<file path="config.mk">
export PLATFORM = sky130hd
export DESIGN_NAME = code_memory_loader
export DESIGN_NICKNAME = d
export VERILOG_FILES = /design/src/rtl/code_memory_pkg.sv /design/src/rtl/code_memory_loader.sv
export SDC_FILE = /design/constraint.sdc
export NUM_CORES = 1
export LEC_CHECK = 0
export CAP_MARGIN = 20
export CORE_UTILIZATION = 50
export CTS_CLUSTER_DIAMETER = 150
export DETAILED_ROUTE_END_ITERATION = 6
export MAX_ROUTING_LAYER = met4
export PLACE_DENSITY = 0.79
export SLEW_MARGIN = 30
export SYNTH_ARGS = -nofsm -noshare
export SYNTH_HDL_FRONTEND = slang
export SYNTH_SLANG_ARGS = --single-unit
</file>
<file path="constraint.sdc">
create_clock -name clk -period 2.7 [get_ports clk]
set_input_delay 0.27 -clock clk [delete_from_list [all_inputs] [get_ports clk]]
set_output_delay 0.27 -clock clk [all_outputs]
set_load 0.005 [all_outputs]
</file>
<file path="src/rtl/code_memory_pkg.sv">
// Shared constants and loader state encoding for the code memory write path.
package code_memory_pkg;

    localparam int unsigned CODE_ADDR_WIDTH = 9;
    localparam int unsigned CODE_DATA_WIDTH = 16;
    localparam int unsigned CODE_DEPTH      = 512;

    typedef enum logic [2:0] {
        IDLE,
        WAIT_HI,
        WAIT_LO,
        WRITE,
        DONE
    } loader_state_t;

endpackage

</file>
<file path="src/rtl/code_memory_loader.sv">
// Packs a big-endian byte stream into 16-bit words and writes them to code
// memory at sequential addresses from 0, then reports completion.
module code_memory_loader
    import code_memory_pkg::*;
#(
    parameter int unsigned ADDR_WIDTH = CODE_ADDR_WIDTH,
    parameter int unsigned DATA_WIDTH = CODE_DATA_WIDTH
) (
    input  logic                  clk,
    input  logic                  rst_n,
    input  logic                  in_start,
    input  logic [9:0]            in_word_count,
    input  logic [7:0]            in_byte,
    input  logic                  in_byte_valid,
    output logic                  out_byte_ready,
    output logic                  out_we,
    output logic [ADDR_WIDTH-1:0] out_addr,
    output logic [DATA_WIDTH-1:0] out_data,
    output logic                  out_busy,
    output logic                  out_done
);

    localparam int unsigned DEPTH = 1 << ADDR_WIDTH;

    loader_state_t         state;
    loader_state_t         state_next;
    logic [ADDR_WIDTH:0]   words_left;
    logic [ADDR_WIDTH:0]   count_clamped;
    logic [7:0]            hi_byte;
    logic                  start_ok;
    logic                  last_word;

    always_comb begin
        if (32'(in_word_count) > DEPTH) begin
            count_clamped = (ADDR_WIDTH + 1)'(DEPTH);
        end else begin
            count_clamped = (ADDR_WIDTH + 1)'(in_word_count);
        end
    end

    assign start_ok  = in_start && (state == IDLE || state == DONE) && (in_word_count != '0);
    assign last_word = (words_left == (ADDR_WIDTH + 1)'(1));

    always_ff @(posedge clk or negedge rst_n) begin
        if (!rst_n) begin
            state <= IDLE;
        end else begin
            state <= state_next;
        end
    end

    // Every handshake-facing output is decoded from state alone, so ready never
    // depends combinationally on in_byte_valid.
    always_comb begin
        state_next     = state;
        out_byte_ready = 1'b0;
        out_we         = 1'b0;
        out_busy       = 1'b0;
        out_done       = 1'b0;
        unique case (state)
            IDLE, DONE: begin
                out_done = (state == DONE);
                if (in_start) begin
                    state_next = (in_word_count == '0) ? DONE : WAIT_HI;
                end
            end
            WAIT_HI: begin
                out_byte_ready = 1'b1;
                out_busy       = 1'b1;
                if (in_byte_valid) begin
                    state_next = WAIT_LO;
                end
            end
            WAIT_LO: begin
                out_byte_ready = 1'b1;
                out_busy       = 1'b1;
                if (in_byte_valid) begin
                    state_next = WRITE;
                end
            end
            WRITE: begin
                out_we     = 1'b1;
                out_busy   = 1'b1;
                state_next = last_word ? DONE : WAIT_HI;
            end
            default: begin
                state_next = IDLE;
            end
        endcase
    end

    // The high byte is staged separately so out_data only changes when a whole
    // word is ready and otherwise holds the last written value.
    always_ff @(posedge clk or negedge rst_n) begin
        if (!rst_n) begin
            words_left <= '0;
            out_addr   <= '0;
            out_data   <= '0;
            hi_byte    <= '0;
        end else begin
            if (start_ok) begin
                words_left <= count_clamped;
                out_addr   <= '0;
            end
            if (state == WAIT_HI && in_byte_valid) begin
                hi_byte <= in_byte;
            end
            if (state == WAIT_LO && in_byte_valid) begin
                out_data <= DATA_WIDTH'({hi_byte, in_byte});
            end
            if (state == WRITE && !last_word) begin
                words_left <= words_left - 1'b1;
                out_addr   <= out_addr + 1'b1;
            end
        end
    end

endmodule

</file>
[Word-level counts from Yosys, hierarchy flattened]
Cells that the tools add are included.
Cells by class
  reduce and logical (&&, ||, !) cells: 15
  $lt $le $gt $ge: 1
  add/subtract/negate cells: 2
  multiplexer cells: 15
  equal/unequal tests: 8
Operators with widths (number)
  10-bit 2-to-1 mux: 3
  9-bit 2-to-1 mux: 2
  3-bit 2-to-1 mux: 5
  3-bit one-hot mux with 4 select lines: 1
  10-bit by 1-bit == test with 1-bit output (second input constant): 1
  10-bit greater-than comparator (second input constant): 1
  10-bit logical NOT: 1
  10-bit nonzero test: 1
  10-bit by 1-bit subtractor with 10-bit output (second input constant): 1
  9-bit by 1-bit adder with 9-bit output (second input constant): 1
  3-bit by 2-bit == test with 1-bit output (second input constant): 2
  2-bit != test (second input constant): 3
  1-bit logical AND: 5
  1-bit 2-to-1 mux: 4
  2-bit OR reduction: 2
  3-bit by 1-bit == test with 1-bit output (second input constant): 1
  3-bit == test (second input constant): 1
  3-bit logical NOT: 1
  3-bit AND reduction: 1
  3-bit OR reduction: 1
  2-bit nonzero test: 1
  1-bit logical NOT: 1
  1-bit logical OR: 1
Word-level totals
  bits of input ports: 22
  register bits after elaboration: 46
  logic and storage cells: 46
  output and inout port bits: 29

[Longest topological paths before layout]
  depth in word-level cells: 6
  gate-level depth with buffers: 8
  mapped depth without buffers: 6

[Least setup slack after synthesis]
Ideal clock, no wire load.
  path type: register to register
  start point: register words_left[1]
  end point: register out_addr[3]
  buffers on the path: 2
  slack: 0.579 ns
  stages on the path, launching flop included: 9
  setup time: 0.124 ns
  arrival: 1.997 ns
  period minus slack after synthesis: 2.121 ns
  required time: 2.576 ns
  cell sequence: dfrtp_1 inv_1 ha_1 or4b_1 buf_2 o31a_4 buf_6 and3_1 a211o_1
On the way
  longest elaborated chain between the ends: 4
  elaborated cells between the ends (all ways): 5
  classes of those cells: eq/ne (1); mux (1); reduce/logical (3)
Ends and longest elaborated chain
  start, declared: line code_memory_loader.sv:27  | logic [ADDR_WIDTH:0] words_left;
  start signal, assigned: line code_memory_loader.sv:102  | words_left <= count_clamped;
  start signal, assigned: line code_memory_loader.sv:112  | words_left <= words_left - 1'b1;
  10-bit by 1-bit == test with 1-bit output (*): line code_memory_loader.sv:42  | assign last_word = (words_left == (ADDR_WIDTH + 1)'(1));
  1-bit logical NOT (*): line code_memory_loader.sv:111  | if (state == WRITE && !last_word) begin
  1-bit logical AND (*): line code_memory_loader.sv:111
  9-bit 2-to-1 mux or 2-bit nonzero test (tied branches)
  end signal, assigned: line code_memory_loader.sv:113  | out_addr <= out_addr + 1'b1;
  end, declared: line code_memory_loader.sv:17  | output logic [ADDR_WIDTH-1:0] out_addr,
Mark *: on every way between the ends. The rest lies on a longest branch, timed or not.
A chain may end at the register's enable or synchronous reset.

[Worst setup path in the final report]
  start point: register words_left[1]
  end point: register out_addr[4]
The elaborated chain is that of the path after synthesis.

==> impl_metrics.tcl <==
set metrics [dict create \
    die_area_um2 4880 \
    crit_buf_inv 1 \
    io_pins 51 \
    grt-ovfl-total 0 \
    cts_setup_buffers 0 \
    instances_no_fill 311 \
    syn-cell-area_um2 2300 \
    synth_mux_area_frac 0.127 \
    hold_viol 0 \
    startpoint_type "flip-flop" \
    track_usage 0.228 \
    synthTopCellsByArea "dfrtp_1, mux2_2, nand3_1, nand2_1, a211o_1" \
    reg2reg_slack_ns 0.43 \
    vias 1821 \
    grt_pass1_vias 1777 \
    path_max_fanout 15 \
    rsz0062_at_grt "no" \
    drv_cap 0 \
    cts_resized 0 \
    m1WireLength_um 2360 \
    crit_family "simple AND/OR/NAND/NOR gates" \
    crit_required_ns 2.88 \
    cp_slowest_stage_delay_ns 0.58 \
    p_per_area_nw_per_um2 983 \
    drt_iter0_markers 151 \
    finalCritPeriodShare 0.841 \
    topRoutingLayerUsed "met4" \
    reg2reg_depth 6 \
    yosysTopAreaCell "dfrtp_1" \
    yosys.area_share.adder 0.0163 \
    wl_met3_um 163 \
    maxSlewViolCount 0 \
    irDropWorstVdd_v 0.000506 \
    grt_pass1_wl_um 8630 \
    slowest_stage "or4b_1" \
    synth_warnings 0 \
    root_buffer "clkbuf_8" \
    portBuffers 50 \
    syn_inst 202 \
    final_nets 283 \
    synth_top_family_by_area "simple AND/OR/NAND/NOR gates" \
    antenna_found_initial 0 \
    first_pass_iters 4 \
    antenna_cells 0 \
    numCtsBuffers 5 \
    leakage_nw 1.27 \
    drt_wl_total_um 4890 \
    crit_type "reg2reg" \
    avgSynthCellArea_um2 11.4 \
    routabilityCongestion 0.848 \
    outcome "complete, no violations" \
    wl_met2_um 2300 \
    coreArea_um2 4380 \
    final-setup-viol-count 0 \
    skew_ns 0.00709 \
    clockBufferDepth 2 \
    clock_latency_ns 0.30 \
    setup_tns_ns 0 \
    hp-class "reg2reg" \
    antenna_left 0 \
    grt_max_degree 47 \
    end_kind "flip-flop" \
    start_util 0.525 \
    synth_edf_count 0 \
    cts_hold_buf 1 \
    reg2reg_to "out_addr[4]" \
    cts_sinks 46 \
    synth_cell_types 48 \
    rows 24 \
    fin_crit_ns 2.27 \
    slew_headroom 0.605 \
    clk_pin_slew_worst_paths_ns 0.08 \
    min_to "out_data[8]" \
    cts_tree "done" \
    ys.flop_type "dfrtp_1" \
    synth_top_area_frac 0.500 \
    cp_cell_sequence "inv_1 -> ha_1 -> or4b_1 -> o31a_4 -> and3_1 -> a221o_1" \
    yosys.area_share.simple 0.171 \
    dp_hpwl_um 3450 \
    crit_arrival_ns 2.45 \
    timing.critical_path.from "words_left[1]" \
    viasPerCell 5.86 \
    dp_cells 302 \
    total_power_mw 2.92 \
    worst_pin_slew_ns 0.592 \
    hold_start "hi_byte[0]" \
    final_area_um2 2970 \
    placed_area_um2 2870 \
    drc_errors 0 \
    layout-drive-gt1-share 0.189 \
    synth_compound_area_frac 0.157 \
    hold_depth 1 \
    wl_per_cell_um 15.7 \
    r2r_start "words_left[1]" \
    post-route-util 0.678 \
    ys_seq_elements 46 \
    max_freq_mhz 441 \
    async_flop_share 1.00 \
    die_w_um 69.8 \
    syn2layout_area_growth_pct 29.2 \
    syn-num-nets 227 \
    htree_levels 2 \
    die_y_um 69.8 \
    synth-seq-area-share 0.500 \
    synth-xor-area-share 0 \
]
per-layer routing:
metal / vias up / track usage
li1: 883 / -
met1: 899 / 0.316
met2: 31 / 0.340
met3: 8 / 0.0407
met4: 0 / 0.0756
met5: - / -
synthesized netlist by cell type, types with 5 or more instances:
| master | number |
|---|---|
| a211o_1 | 5 |
| a21oi_1 | 6 |
| and3_1 | 6 |
| dfrtp_1 | 46 |
| inv_1 | 5 |
| mux2_2 | 25 |
| nand2_1 | 12 |
| nand3_1 | 10 |
| nor2_1 | 7 |
| nor3_1 | 6 |
| or4_1 | 5 |
layout by cell type (no fill, tap or decap), drive strengths merged, types with 4 or more instances in the layout:
cell,instances
clkdlybuf4s50,49
dfrtp,46
mux2,25
nand2,12
nand3,10
buf,8
nor2,7
a21oi,7
clkbuf,7
nor3,6
and3,6
inv,6
or4,6
a211o,5
o22ai,4
o21ai,4
o311ai,4
cell families after synthesis:
logic type,after synthesis
simple gates,70
fa+ha+maj,3
mux,26
buf+inv,14
flops,46
compound gates,43
stage by stage:
stage	hold WS, ns	worst slack, ns
floorplan	-0.0256	0.579
global placement	0.484	0.361
detailed placement	0.317	0.331
CTS	0.508	0.444
global route	0.520	0.346
finish	0.506	0.430
final cells by class:
class	instances	area [um^2]
Multi-Input combinational cell	142	1080
Inverter	5	18.8
Timing Repair Buffer	58	561
Clock inverter	1	8.76
Sequential cell	46	1150
Tap cell	52	65.1
Clock buffer	7	86.3
Fill cell	363	1410
worst max-delay path by stage:
stage / slack [ns] / cells past startpoint / endpoint
finish: 0.43 / 6 / out_addr[4]
detailed placement: 0.33 / 5 / out_addr[4]
global route: 0.35 / 6 / out_addr[6]
global placement: 0.36 / 5 / out_addr[4]
floorplan: 0.58 / 8 / out_addr[3]
CTS: 0.44 / 6 / out_addr[4]
report_power, final:
group / internal [mW] / leakage, nW / switching [mW] / total [mW]
registers: 0.981 / 0.570 / 0.234 / 1.21
logic: 0.732 / 0.649 / 0.532 / 1.26
clock network: 0.212 / 0.0489 / 0.233 / 0.445
total: 1.92 / 1.27 / 0.999 / 2.92
worst reg2reg max path, stage by stage (launching register included):
cell     delay [ns]
dfrtp_1        0.42
inv_1          0.09
ha_1           0.13
or4b_1         0.58
o31a_4         0.47
and3_1         0.20
a221o_1        0.26
flip-flops by register name (all words and copies together), names as in the netlist:
register	count
hi_byte	8
state	3
out_data	16
out_addr	9
words_left	10
(Power assumes the default switching activity.)
